`src/rtl/inst_fetch_pkg.sv`:
```
// Shared definitions for the instruction fetch stage and its neighbours.
//   XLEN          data/address width
//   ILEN          instruction word width (also used by the decode stage)
//   RESET_PC      first fetch address after reset
//   QDEPTH        instruction queue depth and fetch credit limit
//   fetch_entry_t one queued instruction: {pc, inst}
package inst_fetch_pkg;

  localparam int XLEN = 32;
  localparam int ILEN = 32;
  localparam logic [XLEN-1:0] RESET_PC = 32'h8000_0000;
  localparam int QDEPTH = 4;

  typedef struct packed {
    logic [XLEN-1:0] pc;
    logic [ILEN-1:0] inst;
  } fetch_entry_t;

endpackage

```
`src/rtl/inst_fetch_if.sv`:
```
// Bundle of the fetch stage's handshake channels.
//   imem_req_*   fetch request toward instruction memory (valid/ready)
//   imem_rsp_*   in-order memory response (valid only, always accepted)
//   inst*        queue head toward the core (valid/ready)
//   redirect_*   flush and restart fetch at a new PC
// master: the fetch stage. slave: the memory/core environment.
interface inst_fetch_if;
  import inst_fetch_pkg::*;

  logic            imem_req_valid;
  logic            imem_req_ready;
  logic [XLEN-1:0] imem_req_addr;
  logic            imem_rsp_valid;
  logic [XLEN-1:0] imem_rsp_data;
  logic            inst_valid;
  logic            inst_ready;
  logic [ILEN-1:0] inst;
  logic [XLEN-1:0] inst_pc;
  logic            redirect_valid;
  logic [XLEN-1:0] redirect_pc;

  modport master (
    output imem_req_valid, imem_req_addr, inst_valid, inst, inst_pc,
    input  imem_req_ready, imem_rsp_valid, imem_rsp_data, inst_ready,
           redirect_valid, redirect_pc
  );

  modport slave (
    input  imem_req_valid, imem_req_addr, inst_valid, inst, inst_pc,
    output imem_req_ready, imem_rsp_valid, imem_rsp_data, inst_ready,
           redirect_valid, redirect_pc
  );

endinterface

```
`src/rtl/fetch_queue.sv`:
```
// Synchronous FIFO with flush, used for both the instruction queue and the
// in-flight PC FIFO of the fetch stage.
//   clk, rst    clock, asynchronous active-low reset
//   push/data   write an entry (ignored when full unless popping too)
//   pop         remove the head entry (ignored when empty)
//   flush       empty the FIFO; overrides push and pop
//   head        entry at the head (meaningful while !empty)
//   count       number of stored entries; empty/full flags
module fetch_queue #(
  parameter int DEPTH = 4,
  parameter int WIDTH = 32
) (
  input  logic                       clk,
  input  logic                       rst,
  input  logic                       push,
  input  logic [WIDTH-1:0]           push_data,
  input  logic                       pop,
  input  logic                       flush,
  output logic [WIDTH-1:0]           head,
  output logic [$clog2(DEPTH+1)-1:0] count,
  output logic                       empty,
  output logic                       full
);

  localparam int AW = (DEPTH > 1) ? $clog2(DEPTH) : 1;
  localparam int CW = $clog2(DEPTH + 1);

  logic [WIDTH-1:0] mem [DEPTH];
  logic [AW-1:0]    rd_ptr;
  logic [AW-1:0]    wr_ptr;
  logic             do_push;
  logic             do_pop;

  assign empty   = (count == '0);
  assign full    = (count == CW'(DEPTH));
  assign do_pop  = pop & ~empty;
  // A full FIFO can still take a push when the head leaves in the same cycle.
  assign do_push = push & (~full | do_pop);
  assign head    = mem[rd_ptr];

  function automatic logic [AW-1:0] next_ptr(input logic [AW-1:0] p);
    return (p == AW'(DEPTH - 1)) ? '0 : p + AW'(1);
  endfunction

  // NOTE: sequential state uses non-blocking assignments so every flop
  // samples pre-edge values regardless of statement order.
  always_ff @(posedge clk or negedge rst) begin
    if (!rst) begin
      rd_ptr <= '0;
      wr_ptr <= '0;
      count  <= '0;
    end else if (flush) begin
      rd_ptr <= '0;
      wr_ptr <= '0;
      count  <= '0;
    end else begin
      if (do_push) wr_ptr <= next_ptr(wr_ptr);
      if (do_pop)  rd_ptr <= next_ptr(rd_ptr);
      count <= count + CW'(do_push) - CW'(do_pop);
    end
  end

  // NOTE: the storage array has no reset; pointers and count define which
  // entries are valid, so stale data is never observed.
  always_ff @(posedge clk) begin
    if (do_push && !flush) mem[wr_ptr] <= push_data;
  end

endmodule

```
`src/rtl/inst_fetch.sv`:
```
// Instruction fetch stage in front of the single-cycle core.
// Issues sequential word-aligned fetches, keeps (queue + outstanding) within
// QDEPTH credits, queues in-order responses with their PCs, and hands
// {inst, inst_pc} to the core. A redirect flushes the queue, forgets the PCs
// of in-flight fetches and marks their responses to be dropped.
//   clk, rst   clock, asynchronous active-low reset
//   bus        inst_fetch_if.master (memory request/response, core, redirect)
module inst_fetch
  import inst_fetch_pkg::*;
(
  input logic          clk,
  input logic          rst,
  inst_fetch_if.master bus
);

  localparam int CW = $clog2(QDEPTH + 1);

  logic [XLEN-1:0] fetch_pc;
  logic [CW-1:0]   outstanding;
  logic [CW-1:0]   drop_cnt;
  logic [CW-1:0]   q_count;
  logic [CW-1:0]   pc_count;
  logic            started;
  logic            credit_ok;
  logic            issue;
  logic            rsp_keep;
  logic            deliver;
  logic            q_empty;
  logic            q_full;
  logic            pc_empty;
  logic            pc_full;
  logic [XLEN-1:0] pc_head;
  fetch_entry_t    q_head;
  fetch_entry_t    q_push_entry;

  // Every queued or in-flight instruction holds one credit.
  assign credit_ok = ({1'b0, q_count} + {1'b0, outstanding}) < (CW+1)'(QDEPTH);

  // started keeps the request low while reset is asserted.
  assign bus.imem_req_valid = started & credit_ok & ~bus.redirect_valid;
  assign bus.imem_req_addr  = fetch_pc;
  assign issue              = bus.imem_req_valid & bus.imem_req_ready;

  // Responses owed to fetches issued before a redirect are discarded.
  assign rsp_keep = bus.imem_rsp_valid & (drop_cnt == '0) & ~bus.redirect_valid;

  assign bus.inst_valid = ~q_empty;
  assign bus.inst       = bus.inst_valid ? q_head.inst : '0;
  assign bus.inst_pc    = bus.inst_valid ? q_head.pc   : '0;
  assign deliver        = bus.inst_valid & bus.inst_ready;

  assign q_push_entry = '{pc: pc_head, inst: bus.imem_rsp_data};

  always_ff @(posedge clk or negedge rst) begin
    if (!rst) begin
      started     <= 1'b0;
      fetch_pc    <= RESET_PC;
      outstanding <= '0;
      drop_cnt    <= '0;
    end else begin
      started <= 1'b1;

      if (bus.redirect_valid)
        fetch_pc <= {bus.redirect_pc[XLEN-1:2], 2'b00};
      else if (issue)
        fetch_pc <= fetch_pc + XLEN'(4);

      // Dropped responses still retire an outstanding fetch.
      outstanding <= outstanding + CW'(issue) - CW'(bus.imem_rsp_valid);

      // Recomputed on every redirect, so the last of back-to-back redirects wins.
      if (bus.redirect_valid)
        drop_cnt <= outstanding - CW'(bus.imem_rsp_valid);
      else if (bus.imem_rsp_valid && drop_cnt != '0)
        drop_cnt <= drop_cnt - CW'(1);
    end
  end

  fetch_queue #(.DEPTH(QDEPTH), .WIDTH(XLEN)) u_pc_fifo (
    .clk       (clk),
    .rst       (rst),
    .push      (issue),
    .push_data (fetch_pc),
    .pop       (rsp_keep),
    .flush     (bus.redirect_valid),
    .head      (pc_head),
    .count     (pc_count),
    .empty     (pc_empty),
    .full      (pc_full)
  );

  fetch_queue #(.DEPTH(QDEPTH), .WIDTH($bits(fetch_entry_t))) u_inst_q (
    .clk       (clk),
    .rst       (rst),
    .push      (rsp_keep),
    .push_data (q_push_entry),
    .pop       (deliver),
    .flush     (bus.redirect_valid),
    .head      (q_head),
    .count     (q_count),
    .empty     (q_empty),
    .full      (q_full)
  );

  // The credit rule makes these unreachable with a well-behaved memory.
  rsp_into_full_queue: assert property (@(posedge clk) disable iff (!rst)
    !(rsp_keep && q_full));
  rsp_without_pc: assert property (@(posedge clk) disable iff (!rst)
    !(rsp_keep && pc_empty));
  issue_into_full_pc_fifo: assert property (@(posedge clk) disable iff (!rst)
    !(issue && pc_full));
  inflight_accounting: assert property (@(posedge clk) disable iff (!rst)
    (pc_count + drop_cnt) == outstanding);

endmodule
```
`src/flat_wrapper.sv`:
```
// flat-port wrapper written by rule: the top's interface ports become plain ports
module inst_fetch_flat import inst_fetch_pkg::*;
  (clk, rst, bus_imem_req_valid, bus_imem_req_addr, bus_inst_valid, bus_inst, bus_inst_pc, bus_imem_req_ready, bus_imem_rsp_valid, bus_imem_rsp_data, bus_inst_ready, bus_redirect_valid, bus_redirect_pc);
  inst_fetch_if bus_i ();
  input logic clk;
  input logic rst;
  output wire logic [$bits(bus_i.imem_req_valid)-1:0] bus_imem_req_valid;
  output wire logic [$bits(bus_i.imem_req_addr)-1:0] bus_imem_req_addr;
  output wire logic [$bits(bus_i.inst_valid)-1:0] bus_inst_valid;
  output wire logic [$bits(bus_i.inst)-1:0] bus_inst;
  output wire logic [$bits(bus_i.inst_pc)-1:0] bus_inst_pc;
  input wire logic [$bits(bus_i.imem_req_ready)-1:0] bus_imem_req_ready;
  input wire logic [$bits(bus_i.imem_rsp_valid)-1:0] bus_imem_rsp_valid;
  input wire logic [$bits(bus_i.imem_rsp_data)-1:0] bus_imem_rsp_data;
  input wire logic [$bits(bus_i.inst_ready)-1:0] bus_inst_ready;
  input wire logic [$bits(bus_i.redirect_valid)-1:0] bus_redirect_valid;
  input wire logic [$bits(bus_i.redirect_pc)-1:0] bus_redirect_pc;
  assign bus_imem_req_valid = bus_i.imem_req_valid;
  assign bus_imem_req_addr = bus_i.imem_req_addr;
  assign bus_inst_valid = bus_i.inst_valid;
  assign bus_inst = bus_i.inst;
  assign bus_inst_pc = bus_i.inst_pc;
  assign bus_i.imem_req_ready = bus_imem_req_ready;
  assign bus_i.imem_rsp_valid = bus_imem_rsp_valid;
  assign bus_i.imem_rsp_data = bus_imem_rsp_data;
  assign bus_i.inst_ready = bus_inst_ready;
  assign bus_i.redirect_valid = bus_redirect_valid;
  assign bus_i.redirect_pc = bus_redirect_pc;
  inst_fetch u_core (.clk(clk), .rst(rst), .bus(bus_i));
endmodule
```
`config.mk`:
```
export PLATFORM = sky130hd
export DESIGN_NAME = inst_fetch_flat
export DESIGN_NICKNAME = d
export VERILOG_FILES = /design/src/rtl/inst_fetch_pkg.sv /design/src/rtl/inst_fetch_if.sv /design/src/rtl/fetch_queue.sv /design/src/rtl/inst_fetch.sv /design/src/flat_wrapper.sv
export SDC_FILE = /design/constraint.sdc
export NUM_CORES = 1
export LEC_CHECK = 0
export CAP_MARGIN = 10
export CORE_UTILIZATION = 53
export CTS_BUF_LIST = sky130_fd_sc_hd__clkbuf_4
export DETAILED_ROUTE_END_ITERATION = 8
export GPL_TIMING_DRIVEN = 0
export PLACE_DENSITY = 0.79
export SLEW_MARGIN = 20
export SYNTH_ARGS = -nofsm -noshare
export SYNTH_HDL_FRONTEND = slang
export SYNTH_SLANG_ARGS = --single-unit
```
`constraint.sdc`:
```
create_clock -name clk -period 3.3 [get_ports clk]
set_clock_uncertainty 0.2 [all_clocks]
set_input_delay 0.99 -clock clk [delete_from_list [all_inputs] [get_ports clk]]
set_output_delay 0.99 -clock clk [all_outputs]
set_load 0.1 [all_outputs]
```
* After elaboration in Yosys (flattened, before gate mapping) *
Memories as Yosys holds them, arrays and structs flattened.
Cells that the tools add are included.

storage, ports and cells
  flip-flop bits (word level) = 53
  RAM bits = 384
  bits of input ports = 70
  output and inout port bits = 98
  word-level logic and storage cells = 88
  memories = 2

memory list
  memory                words  bits a word  rd ports  clocked after memory_dff  write ports  RTL line           source
  u_core.u_inst_q.mem   4      64           1         0                         1            fetch_queue.sv:28  logic [WIDTH-1:0] mem [DEPTH];
  u_core.u_pc_fifo.mem  4      32           1         0                         1            fetch_queue.sv:28

operators by class
  add/sub/neg operators = 14
  magnitude comparators = 1
  eq/ne operators = 6
  muxes and demuxes = 24
  bitwise operators = 17
  reductions and logical operators = 14

operator list
  kind                     number
  $mux W32                 4
  $add A32 B3 Y32 const B  1
  $mux W2                  12
  $mux W3                  4
  $reduce_bool A2 Y1       6
  $sub A3 B1 Y3            4
  $and A1 B1 Y1            10
  $add A3 B1 Y3            3
  $logic_not A3 Y1         3
  $add A2 B1 Y2 const B    4
  $eq A2 B2 Y1 const B     4
  $eq A3 B3 Y1 const B     2
  $not A1 Y1               5
  $add A3 B3 Y4            1
  $lt A4 B3 Y1 const B     1
  $mux W1                  4
  $logic_and A1 B1 Y1      3
  $reduce_bool A3 Y1       1
  $sub A3 B1 Y3 const B    1
  $or A1 B1 Y1             2
  $logic_not A1 Y1         1

* Longest topological paths before layout *
  word-level depth = 9
  gate-level depth with buffers = 14
  depth with buffers taken out = 14

* Cells and area by module *
Synthesis repeated with hierarchy kept, for this count alone.

unflattened totals
  cells, all modules = 931
  area, all modules = 17,585.6 um^2

modules (own cells, without submodules)
  module                           times used  cells an instance  area each (um^2)  sequential area each (um^2)
  fetch_queue at u_core.u_inst_q   1           381                9,663.0           7,862.5
  fetch_queue at u_core.u_pc_fifo  1           214                5,129.9           4,018.9
  inst_fetch                       1           336                2,792.7           927.1

* Worst setup path before layout *
Ideal clock, no wire load.

  path kind = reg2out
  start = register u_core.u_inst_q.count[1]
  end = output port bus_inst[22]
  arrival = 2,617 ps
  slack = -507 ps
  stages on the path, launching flop included = 5
  path buffers = 2
  cells stage by stage = dfrtp_1 -> or3_1 -> clkbuf_1 -> clkbuf_1 -> and2_1

on the way
  longest elaborated chain between the ends = 2

RTL lines
  what                      RTL line            source
  start: declaration        fetch_queue.sv:20   output logic [$clog2(DEPTH+1)-1:0] count,
  start signal: assignment  fetch_queue.sv:59   count <= count + CW'(do_push) - CW'(do_pop);
  $logic_not A3 Y1          fetch_queue.sv:34   assign empty = (count == '0);
  $mux W32                  inst_fetch.sv:48    assign bus.inst = bus.inst_valid ? q_head.inst : '0;
  end: declaration          flat_wrapper.sv:10  output wire logic [$bits(bus_i.inst)-1:0] bus_inst;

No other way between the ends.

* Worst setup path after layout *
  start = register u_core.u_inst_q.rd_ptr[0]
  end = output port bus_inst_pc[27]

on the way
  longest elaborated chain between the ends = 2

RTL lines
  what                      RTL line            source
  start: declaration        fetch_queue.sv:29   logic [AW-1:0] rd_ptr;
  start signal: assignment  fetch_queue.sv:58   if (do_pop) rd_ptr <= next_ptr(rd_ptr);
  $mem_v2 Z4 W64            n/a
  $mux W32                  inst_fetch.sv:49    assign bus.inst_pc = bus.inst_valid ? q_head.pc : '0;
  end: declaration          flat_wrapper.sv:11  output wire logic [$bits(bus_i.inst_pc)-1:0] bus_inst_pc;

No other way between the ends.

==> flow_metrics.py <==
metrics = {
    "critical_path": {
        "r2r_slack_ns": 0.22,
        "setup.worst_path.start": "u_core.u_inst_q.rd_ptr[0]",
        "startpoint_type": "register",
        "crit_path_end_kind": "primary output",
        "rr_worst_depth": 12,
        "critPathMaxFanout": 10,
        "reg2reg_to": "u_core.u_pc_fifo.count[2]",
        "arrival_ns": 2.30,
        "r2r-start": "u_core.u_inst_q.count[1]",
        "worst-setup-path-type": "register to primary output",
        "endpoint": "bus_inst_pc[27]",
        "required_ns": 2.11,
    },
    "yosys": {
        "synth_area_mm2": 0.01674,
        "synthTopCellsByArea": "edfxtp_1 (66%), mux4_2 (12%), dfrtp_1 (7.5%)",
        "synth_area_leader_cell": "edfxtp_1",
        "ys_seq_elements": 419,
        "synth_top_area_share_pct": 66.02,
        "ys_seq_area_share_pct": 73.65,
        "postSynth.asyncResetShare_pct": 12.17,
        "synth.distinct_cells": 50,
        "syn_inst": 890,
        "ys.flop_type": "edfxtp_1",
        "avgSynthCellArea_um2": 18.81,
        "synth_edf_count": 368,
        "ys_warn_count": 0,
    },
    "die": {
        "start_util_pct": 54.29,
        "placementRows": 64,
        "coreArea_mm2": 0.03083,
        "ios": 168,
        "die_area_mm2": 0.03230,
        "die_y_um": 179.7,
        "fp.dieW_um": 179.7,
    },
    "sta": {
        "worst_slack_ns": -0.1948,
        "maxSlewHeadroom_pct": 41.39,
        "setup_viol": 63,
        "fin_crit_ns": 3.495,
        "period_share_pct": 105.9,
        "whs_ns": 0.1142,
        "report.final.hold_viol_count": 0,
        "tightest_slew_ns": 0.8791,
        "drv_slew": 0,
        "rsz0062_at_grt": "true",
        "max_clock_freq_mhz": 286.1,
    },
    "outcome": {
        "violations": "DRC, setup timing",
        "status": "finished, violations left",
    },
    "clock_tree": {
        "cts.path.max_buffers": 3,
        "clock_sinks": 419,
        "path_clk_slew_ns": 0.07,
        "clk_latency_ns": 0.73,
        "root_buffer": "clkbuf_4",
        "cts_tree": "built",
        "cts_max_level": 3,
        "cts_made_buffers": 104,
    },
    "pwr": {
        "ir_drop_uv": 470.1,
        "total_power_uw": 18270,
        "powerDensity_mw_per_mm2": 868.4,
        "leakage_uw": 0.007337,
    },
    "place": {
        "dp_hpwl_um": 21260,
        "gp_congestion": 0.8350,
        "port_buffers": 161,
        "placed_cells": 1454,
    },
    "global_routing": {
        "antenna_found_initial": 1,
        "first_global_vias": 9934,
        "gr-usage-met2_pct": 36.37,
        "grt_max_degree": 52,
        "grt-ovfl-total": 0,
        "grtUsageMet3_pct": 4.680,
        "busiest_layer": "met2",
        "grt_use_total_pct": 21.82,
        "grt_util_met1_pct": 28.25,
        "grt_pass1_wl_um": 53550,
    },
    "route": {
        "viasPerCell": 5.636,
        "avgRoutedWirePerCell_um": 20.72,
        "drtPass1Iterations": 8,
        "dr.first_iter.drc_count": 637,
        "via_count": 9317,
        "drtAntennaViolNets": 0,
        "drcViolationCount": 14,
        "wirelength_um": 34250,
    },
    "run": {
        "drv_cap": 0,
    },
    "cells_and_area": {
        "syn_to_final_growth_pct": 25.70,
        "layoutNonFillerInstCount": 1653,
        "fillCellCount": 1998,
        "finish.net_count": 1271,
        "drive_gt1_share_pct": 34.71,
    },
    "worst_hold_path": {
        "min_path_type": "input port to asynchronous set/reset pin",
    },
}
==> placed cells by master (no fill, tap or decap), drive strengths merged, types with 22 or more instances in the layout <==
cell type      Yosys  final
edfxtp           368    368
clkbuf            28    176
buf               16    103
mux4              92     92
and2              73     73
clkdlybuf4s50      0     65
dfrtp             50     50
nand2             40     40
clkdlybuf4s15      0     30
clkinv             1     27
nor2              26     26
nand3             25     25
inv               21     22
==> metrics by stage <==
step	setup TNS (ns)	util, %	instance area [um^2]	setup WS, ns
2_1_floorplan	-0.02694	-	16770	-0.02694
3_3_place_gp	-498.49	61.23	18880	-1.268
3_5_place_dp	-282.67	61.57	18980	-1.352
4_1_cts	-13.63	67.60	20840	-0.2582
5_1_grt	-17.28	68.25	21040	-0.3172
6_report	-9.760	68.25	21040	-0.1948
==> timing repair <==
action	in CTS	in global routing
endpoints found under the hold margin	0	0
cloned	2	2
gates resized for setup	633	31
hold buffers	0	0
setup endpoints to repair	216	67
buffers inserted	6	7
pin swaps	4	9
==> per-layer routing <==
layer | wire [um] | vias to the layer above
met5 | 0 | -
met4 | 620 | 0
li1 | - | 4175
met3 | 2659 | 47
met1 | 13860 | 4700
met2 | 17100 | 395
==> cells in the mapped netlist (2+ instances only) <==
cell type / instances
edfxtp_1: 368
mux4_2: 92
and2_1: 73
dfrtp_1: 50
nand2_1: 40
clkbuf_1: 28
nor2_1: 26
nand3_1: 25
ha_1: 21
inv_1: 21
o21ai_0: 18
nand4_1: 9
xnor2_1: 8
xor2_1: 8
and3_1: 7
buf_1: 7
o311ai_0: 7
a21oi_1: 6
mux2i_1: 6
o211ai_1: 6
buf_2: 5
nor3_1: 5
buf_4: 4
nor4_1: 4
a221o_1: 3
fa_1: 3
nor2b_1: 3
or3_1: 3
a211o_1: 2
a21o_1: 2
a22o_1: 2
a22oi_1: 2
a31o_2: 2
a31oi_1: 2
a32oi_1: 2
conb_1: 2
nand2b_1: 2
nor4b_1: 2
or4_1: 2
or4_4: 2
==> sequential cells by signal, summed over array words and instances (netlist names) <==
signal and count:
u_core.u_inst_q.mem 248, u_core.u_pc_fifo.mem 120, u_core.bus.imem_req_addr 30, u_core.drop_cnt 3, u_core.outstanding 3, u_core.u_inst_q.count 3, u_core.u_pc_fifo.count 3, u_core.u_inst_q.rd_ptr 2
u_core.u_inst_q.wr_ptr 2, u_core.u_pc_fifo.rd_ptr 2, u_core.u_pc_fifo.wr_ptr 2, u_core.started 1
==> worst min-delay path by stage <==
stage | to | slack (ns) | cells past startpoint | startpoint
after global routing | u_core.drop_cnt[1] | 0.10 | 1 | rst
after CTS | u_core.u_inst_q.count[1] | 0.08 | 1 | rst
after detailed placement | u_core.drop_cnt[1] | 0.35 | 2 | u_core.drop_cnt[1]
after floorplan | u_core.drop_cnt[1] | 0.32 | 2 | u_core.drop_cnt[1]
final | u_core.drop_cnt[1] | 0.11 | 1 | rst
after global placement | u_core.drop_cnt[1] | 0.35 | 2 | u_core.drop_cnt[1]
==> critical path, cell delays in order (launching register included) <==
cell and delay [ns]:
dfrtp_2 0.40, buf_12 0.15, buf_12 0.15, mux4_2 0.52
and2_1 0.19, buf_6 0.18
==> power breakdown <==
group | switching [uW] | internal (uW) | total (uW)
Combinational | 5010 | 2510 | 7530
Sequential | 260 | 6080 | 6340
Clock | 1960 | 2440 | 4400
==> kinds of logic after synthesis <==
family | count (synthesis) | synth area share, %
AO/OA/AOI/OAI | 55 | 2.250
XOR/XNOR | 16 | 0.8372
adder cells (fa/ha/maj) | 24 | 1.929
buffers and inverters | 66 | 1.607
flip-flops | 419 | 73.65
multiplexers | 99 | 12.80
other | 2 | 0.04487
AND/OR/NAND/NOR | 209 | 6.877
==> layout make-up <==
cell class / count / area [um^2] / area share, %
Antenna cell: 1 / 2.502 / 0.01189
Buffer: 40 / 326.6 / 1.552
Clock buffer: 154 / 1156 / 5.495
Clock inverter: 31 / 231.5 / 1.100
Inverter: 22 / 83.83 / 0.3984
Multi-Input combinational cell: 409 / 4277 / 20.33
Sequential cell: 419 / 12330 / 58.62
Tap cell: 396 / 495.5 / 2.355
Timing Repair Buffer: 181 / 2133 / 10.14
Note: power is estimated with default switching activity, not from simulation.
